<file path="src/rtl/decoder_nto2n_seq_if.sv">
// Handshake and output bundle for the sequenced N-to-2^N decoder.
// master drives codes in, slave returns the registered one-hot.
interface decoder_nto2n_seq_if #(
  parameter int IN_W = 3
);
  localparam int OUT_W = 2 ** IN_W;

  logic             en;
  logic [1:0]       mode;
  logic             in_valid;
  logic             in_ready;
  logic [IN_W-1:0]  in_code;
  logic [OUT_W-1:0] out;
  logic             out_valid;
  logic             busy;

  modport master (
    output en,
    output mode,
    output in_valid,
    output in_code,
    input  in_ready,
    input  out,
    input  out_valid,
    input  busy
  );

  modport slave (
    input  en,
    input  mode,
    input  in_valid,
    input  in_code,
    output in_ready,
    output out,
    output out_valid,
    output busy
  );
endinterface

</file>
<file path="src/rtl/decoder_nto2n_seq.sv">
// Registered N-to-2^N one-hot decoder with latch, pulse
// and auto-sweep modes behind a valid/ready handshake.
module decoder_nto2n_seq #(
  parameter int IN_W        = 3,
  parameter int SWEEP_DWELL = 1,
  parameter bit ACTIVE_LOW  = 1'b0
) (
  input  logic                clk,
  input  logic                rst_n,
  decoder_nto2n_seq_if.slave  bus
);

  localparam int OUT_W = 2 ** IN_W;
  localparam int CNT_W = $clog2(SWEEP_DWELL + 1);

  localparam logic [CNT_W-1:0] LAST_CNT =
    CNT_W'(SWEEP_DWELL - 1);
  localparam logic [IN_W-1:0]  LAST_IDX =
    IN_W'(OUT_W - 1);

  typedef enum logic [1:0] {
    IDLE,
    HOLD,
    PULSE,
    SWEEP
  } state_e;

  state_e           state_q, state_d;
  state_e           load_st;
  logic [OUT_W-1:0] hot_q, hot_d;
  logic             vld_q, vld_d;
  logic [IN_W-1:0]  idx_q, idx_d;
  logic [CNT_W-1:0] cnt_q, cnt_d;
  logic             accept;
  logic             do_load;
  logic             do_clr;

  function automatic logic [OUT_W-1:0] onehot(
    input logic [IN_W-1:0] c
  );
    return OUT_W'(1) << c;
  endfunction

  assign bus.in_ready  = rst_n & bus.en & (state_q != SWEEP);
  assign bus.out       = ACTIVE_LOW ? ~hot_q : hot_q;
  assign bus.out_valid = vld_q;
  assign bus.busy      = (state_q == SWEEP);
  assign accept        = bus.in_valid & bus.in_ready;

  // Reserved mode 11 falls through to latch.
  always_comb begin
    load_st = HOLD;
    unique case (1'b1)
      (bus.mode == 2'b01): load_st = PULSE;
      (bus.mode == 2'b10): load_st = SWEEP;
      default:             load_st = HOLD;
    endcase
  end

  always_comb begin
    state_d = state_q;
    hot_d   = hot_q;
    vld_d   = vld_q;
    idx_d   = idx_q;
    cnt_d   = cnt_q;
    do_load = 1'b0;
    do_clr  = 1'b0;

    if (!bus.en) begin
      do_clr = 1'b1;
    end else begin
      unique case (state_q)
        IDLE, HOLD: begin
          do_load = accept;
        end
        PULSE: begin
          do_load = accept;
          do_clr  = !accept;
        end
        SWEEP: begin
          // Compare before increment: index never wraps.
          if (cnt_q == LAST_CNT) begin
            if (idx_q == LAST_IDX) begin
              do_clr = 1'b1;
            end else begin
              idx_d = idx_q + IN_W'(1);
              cnt_d = '0;
              hot_d = onehot(idx_q + IN_W'(1));
            end
          end else begin
            cnt_d = cnt_q + CNT_W'(1);
          end
        end
        default: begin
          do_clr = 1'b1;
        end
      endcase
    end

    if (do_load) begin
      state_d = load_st;
      hot_d   = onehot(bus.in_code);
      vld_d   = 1'b1;
      idx_d   = bus.in_code;
      cnt_d   = '0;
    end else if (do_clr) begin
      state_d = IDLE;
      hot_d   = '0;
      vld_d   = 1'b0;
      idx_d   = '0;
      cnt_d   = '0;
    end
  end

  always_ff @(posedge clk or negedge rst_n) begin
    if (!rst_n) begin
      state_q <= IDLE;
      hot_q   <= '0;
      vld_q   <= 1'b0;
      idx_q   <= '0;
      cnt_q   <= '0;
    end else begin
      state_q <= state_d;
      hot_q   <= hot_d;
      vld_q   <= vld_d;
      idx_q   <= idx_d;
      cnt_q   <= cnt_d;
    end
  end

endmodule
</file>
<file path="src/flat_wrapper.sv">
// flat-port wrapper written by rule: the top's interface ports become plain ports
module decoder_nto2n_seq_flat 
#(
  parameter int IN_W        = 3,
  parameter int SWEEP_DWELL = 1,
  parameter bit ACTIVE_LOW  = 1'b0
)
  (clk, rst_n, bus_en, bus_mode, bus_in_valid, bus_in_code, bus_in_ready, bus_out, bus_out_valid, bus_busy);
  decoder_nto2n_seq_if #(.IN_W(IN_W)) bus_i ();
  input  logic clk;
  input  logic rst_n;
  input wire logic [$bits(bus_i.en)-1:0] bus_en;
  input wire logic [$bits(bus_i.mode)-1:0] bus_mode;
  input wire logic [$bits(bus_i.in_valid)-1:0] bus_in_valid;
  input wire logic [$bits(bus_i.in_code)-1:0] bus_in_code;
  output wire logic [$bits(bus_i.in_ready)-1:0] bus_in_ready;
  output wire logic [$bits(bus_i.out)-1:0] bus_out;
  output wire logic [$bits(bus_i.out_valid)-1:0] bus_out_valid;
  output wire logic [$bits(bus_i.busy)-1:0] bus_busy;
  assign bus_i.en = bus_en;
  assign bus_i.mode = bus_mode;
  assign bus_i.in_valid = bus_in_valid;
  assign bus_i.in_code = bus_in_code;
  assign bus_in_ready = bus_i.in_ready;
  assign bus_out = bus_i.out;
  assign bus_out_valid = bus_i.out_valid;
  assign bus_busy = bus_i.busy;
  decoder_nto2n_seq #(.IN_W(IN_W), .SWEEP_DWELL(SWEEP_DWELL), .ACTIVE_LOW(ACTIVE_LOW)) u_core (.clk(clk), .rst_n(rst_n), .bus(bus_i));
endmodule
</file>
<file path="config.mk">
export PLATFORM = sky130hd
export DESIGN_NAME = decoder_nto2n_seq_flat
export DESIGN_NICKNAME = d
export VERILOG_FILES = /design/src/rtl/decoder_nto2n_seq_if.sv /design/src/rtl/decoder_nto2n_seq.sv /design/src/flat_wrapper.sv
export SDC_FILE = /design/constraint.sdc
export NUM_CORES = 1
export LEC_CHECK = 0
export ABC_AREA = 1
export CORE_UTILIZATION = 44
export CTS_CLUSTER_DIAMETER = 150
export CTS_CLUSTER_SIZE = 12
export DETAILED_ROUTE_END_ITERATION = 16
export PLACE_DENSITY = 0.74
export SLEW_MARGIN = 15
export SYNTH_ARGS = -nofsm -noshare
export SYNTH_HDL_FRONTEND = slang
export SYNTH_SLANG_ARGS = --single-unit
</file>
<file path="constraint.sdc">
create_clock -name clk -period 1.6 [get_ports clk]
set_clock_uncertainty 0.15 [all_clocks]
set_input_delay 0.32 -clock clk [delete_from_list [all_inputs] [get_ports clk]]
set_output_delay 0.32 -clock clk [all_outputs]
set_load 0.05 [all_outputs]
</file>
---- Word-level counts from Yosys, hierarchy flattened ----
Cells that the tools add are included.
operators by class
  shift-type cells ........................ 2
  muxes and demuxes ....................... 28
  reduce and logical (&&, ||, !) cells .... 8
  bitwise logic cells ..................... 3
  eq/ne operators ......................... 9
  $add $sub $neg .......................... 2
operator list
  operator                                             number
  2-to-1 mux 8 bit                                     6
  2-to-1 mux 3 bit                                     6
  left shift 1 x 3 -> 8 bit, first input constant      2
  2-to-1 mux 1 bit                                     12
  equality test 2 bit, second input constant           3
  nonzero test 3 bit                                   2
  equality test 2 x 1 -> 1 bit, second input constant  2
  2-to-1 mux 2 bit                                     2
  one-hot mux 2 bit (2 select lines)                   1
  AND reduction 4 bit                                  1
  adder 3 x 1 -> 3 bit, second input constant          1
  AND 1 bit                                            3
  equality test 3 bit, second input constant           1
  != test 3 x 1 -> 1 bit, second input constant        1
  != test 3 bit, second input constant                 1
  OR reduction 3 bit                                   1
  zero test 2 bit                                      1
  != test 2 bit, second input constant                 1
  one-hot mux 1 bit (2 select lines)                   1
  AND reduction 2 bit                                  1
  nonzero test 2 bit                                   1
  adder 1 bit, second input constant                   1
  zero test 1 bit                                      1
storage, ports and cells
  bits of input ports ..................... 9
  output and inout bits ................... 11
  register bits after elaboration ......... 15
  word-level logic and storage cells ...... 57

---- Depth between registers and ports, before layout ----
  word-level depth ........................ 8
  depth in mapped cells ................... 10
  depth with buffers taken out ............ 9

---- Worst setup path after synthesis ----
OpenSTA, ideal clock, no wires.
  path kind ............................... flip-flop to flip-flop
  start ................................... register u_core.state_q[0]
  end ..................................... register u_core.idx_q[1]
  path slack .............................. -0.341 ns
  arrival ................................. 1.705 ns
  required time ........................... 1.363 ns
  setup time .............................. 0.087 ns
  stages on the path, launching flop included .. 6
  path buffers ............................ 0
  clock period less this slack ............ 1.941 ns
  cell sequence ........................... dfrtp_1 nand2_2 inv_1 nor2_1 nand3_1 o211ai_1
on the way
  elaborated cells between the ends (all ways) .. 20
  those cells by class .................... eq/ne: 6; mux: 6; bitwise: 2; reduce/logical: 6
RTL lines
  what                                                                      line                      RTL
  start: declaration                                                        decoder_nto2n_seq.sv:28   state_e state_q, state_d;
  start signal: assignment                                                  decoder_nto2n_seq.sv:123  state_q <= state_d;
  equality test 2 bit (*)                                                   -
  net bus_busy                                                              flat_wrapper.sv:19        output wire logic [$bits(bus_i.busy)-1:0] bus_busy;
  one-hot mux 1 bit (2 select lines)                                        decoder_nto2n_seq.sv:72   unique case (state_q)
  2-to-1 mux 1 bit                                                          decoder_nto2n_seq.sv:69   if (!bus.en) begin
  != test 3 bit (no source line), or another cell as far along              -
  AND reduction 4 bit (no source line) or 2-to-1 mux 3 bit (tied branches)  -
  end signal: assignment                                                    decoder_nto2n_seq.sv:126  idx_q <= idx_d;
  end: declaration                                                          decoder_nto2n_seq.sv:32   logic [IN_W-1:0] idx_q, idx_d;
Mark *: on every way through the listed nets, which the timed path passes. The rest lies on a longest branch.
A chain may end at the register's enable or synchronous reset.

---- Worst setup path in the final report ----
  start ................................... register u_core.state_q[0]
  end ..................................... output port bus_in_ready
on the way
  cells in the longest elaborated chain, start to end .. 2
RTL lines
  what              line                     RTL
  != test 2 bit     decoder_nto2n_seq.sv:44  assign bus.in_ready = rst_n & bus.en & (state_q != SWEEP);
  AND 1 bit         decoder_nto2n_seq.sv:44
  end: declaration  flat_wrapper.sv:16       output wire logic [$bits(bus_i.in_ready)-1:0] bus_in_ready;
No other way between the ends.

==> run summary <==
Top cell type by total area after synthesis -> dfrtp_1
Status -> finished, violations left
Vias -> 889
First-pass GRT wire length -> 3.532 mm
Max-slew violation count -> 0
Final antenna-violating net count -> 0
Fillers -> 136
CTS tree -> done
Starting Density -> 46.78%
RSZ-0062 raised after global routing -> yes
Most frequent cells after synthesis -> nand2_1 (34), dfrtp_1 (14), inv_1 (12), nor2_1 (12), ha_1 (7)
Failing checks -> hold timing
I/O pin count -> 20
Worst Path Required -> 1130 ps
R2R depth -> 7
H-tree levels -> 1
Worst reg-to-reg setup slack -> 60 ps
Die area -> 2250 sq um
Core area -> 1942 sq um
Fin Setup TNS -> 0 ps
Total Routing Usage GR -> 22.74%
Worst slew pin tran -> 219.9 ps
Vias in the first global route -> 822
# hold bufs at CTS -> 0
Setup violators final -> 0
Num Clock Sinks -> 14
Crit path time final -> 1589 ps
# diodes -> 0
Die W -> 47.44 microns
WL per Instance -> 12.65 microns
Max cap viols -> 0
Largest net degree at the start of global routing -> 15
Largest fanout on the critical path -> 3
Fin nets -> 168
Reg-to-Reg End -> u_core.bus.out[7]
FFs w/ async S/R, synth -> 100.0%
Root Buffer Master -> clkbuf_4
Total wire length -> 2.251 mm
Critical path capture point type -> primary output
Max IR drop VDD -> 0.0007180 V
Via-per-instance ratio -> 4.994
DR DRC count -> 0
Area Growth Syn to Fin -> 60.19%
Synth Cell Area -> 908.4 sq um
Design Power -> 1.233 mW
# rows -> 16
Ys Warns -> 0
Cells after Synth -> 113
Post-synthesis sequential area ratio -> 38.57%
Post-synth top area share -> 38.57%
Total gr overflow -> 0
CP Data Arrival Time -> 1120 ps
Most common cell in the netlist -> nand2_1
Initial antenna violation count -> 0
Num CTS Buffers -> 3
Fraction of layout cells with a size suffix above 1 -> 35.76%
Max transition margin -> 85.29%
CTS Buffer Depth -> 2
Lkg Pwr -> 0.7048 nW
Register bit total from synthesis -> 14
DR iter-0 viols -> 47
EDFF count, synth -> 0
Final worst-path cycle share -> 99.30%
Reg clk slew, reported paths -> 100 ps
Min Hold Slack -> -0.9983 ps
Drt first pass iters -> 4
PwrDens -> 847.4 nW/um^2
Fmax -> 0.6294 GHz
Avg Cell Area, Syn -> 8.039 sq um
Die H -> 47.44 microns
IO buf count -> 19
Hold WC Path Type -> in2async
WS Path Type -> reg2out
Reg2Reg Launch Point -> u_core.idx_q[1]
Synth Flop Type -> dfrtp_1
Placer Congestion -> 0.8820
Syn nets -> 129
HPWL Detailed -> 1.652 mm
Worst skew pair latency -> 290 ps
Startpoint type of the worst setup path -> register
Top cells by area, synth -> dfrtp_1 (39%), nand2_1 (14%), ha_1 (9.6%), inv_1 (5.0%), nor2_1 (5.0%)
Count of cell types in the netlist -> 21
Final hold vios -> 2
==> worst max path at each step <==
stage               depth (start not counted)  slack, ps              start                 to
finish                                      4         10  u_core.state_q[0]       bus_in_ready
global route                                4        -50  u_core.state_q[0]       bus_in_ready
CTS                                         4         -9  u_core.state_q[1]       bus_in_ready
detailed placement                          8       -250              rst_n  u_core.bus.out[5]
global placement                            8       -250              rst_n  u_core.bus.out[7]
floorplan                                   8         60    u_core.idx_q[0]  u_core.bus.out[7]
==> kinds of logic after synthesis <==
family / synth area share [%]
and+or+nand+nor: 34.57
buffers and inverters: 10.47
DFF: 38.57
AOI/OAI and AO/OA: 6.748
adders and majority gates: 9.641
==> report_power, final <==
group          switching [mW]  internal [mW]  leakage (nW)  total, mW
sequential             0.0437          0.395         0.185      0.439
combinational           0.281          0.246         0.499      0.527
clock                   0.129          0.139        0.0210      0.268
==> critical path: stages (launching register included) <==
cell and delay, ps:
dfrtp_1 410, nand2_2 110, inv_4 60, nor2_4 110, buf_12 140
==> metrics by stage <==
step	setup slack, ps	instances	cell area (sq um)	hold WS [ps]	util, %
global route	-47.74	178	1455	18.50	74.94
CTS	-8.951	178	1393	11.49	71.71
detailed placement	-254.9	171	1320	378.4	67.98
floorplan	58.36	113	915.9	-125.6	-
finish	11.26	178	1455	-0.9983	74.94
global placement	-253.1	171	1320	370.1	67.98
==> layer usage <==
layer / global-route usage [%] / wire, microns / up-vias
met3: 3.396 / 87 / 6
met1: 31.69 / 1020 / 414
met2: 37.26 / 1119 / 25
met4: 5.143 / 24 / 0
met5: 0 / 0 / -
li1: - / - / 444
==> area by class of cell <==
cell class              count  area [sq um]  area share, %
multi-input cells          83         549.3          37.75
repair buffers             36         425.4          29.23
flip-flops and latches     14         350.3          24.08
inverters                  14         60.06          4.127
clock buffers               4         36.28          2.494
well taps                  27         33.78          2.322
==> placed cells by master, fill, tap and decap left out <==
master | synthesis | routed
nand2_1 | 34 | 32
buf_4 | 0 | 17
dfrtp_1 | 14 | 14
nor2_1 | 12 | 11
buf_12 | 1 | 11
inv_1 | 12 | 9
nand4_1 | 6 | 6
clkdlybuf4s50_1 | 0 | 6
nand2_2 | 3 | 5
ha_1 | 7 | 4
inv_4 | 0 | 3
o21ai_1 | 2 | 3
nand3b_1 | 3 | 3
nand3_1 | 5 | 3
ha_4 | 0 | 3
clkbuf_4 | 0 | 3
inv_2 | 2 | 2
nand3_4 | 0 | 2
o211ai_1 | 2 | 2
a21oi_1 | 2 | 2
dlygate4sd2_1 | 0 | 2
nor2_4 | 0 | 1
nand2_4 | 0 | 1
o211ai_2 | 1 | 1
nand3_2 | 1 | 1
nor2_2 | 1 | 1
nand4_4 | 1 | 1
a21oi_2 | 1 | 1
clkbuf_8 | 0 | 1
==> state kept, by name (all words and copies together), names as in the netlist <==
name and flops:
u_core.state_q 2, u_core.bus.out_valid 1, u_core.bus.out 8, u_core.idx_q 3
==> repair_timing <==
action                                 in CTS  in global routing
gates resized for setup                     9                 12
buffers inserted                            3                  0
endpoints found under the hold margin       0                  0
setup endpoints to repair                  13                 11
pin swaps                                   4                  9
gates cloned                                1                  0
No activity file was read; power rests on OpenSTA's default activity.
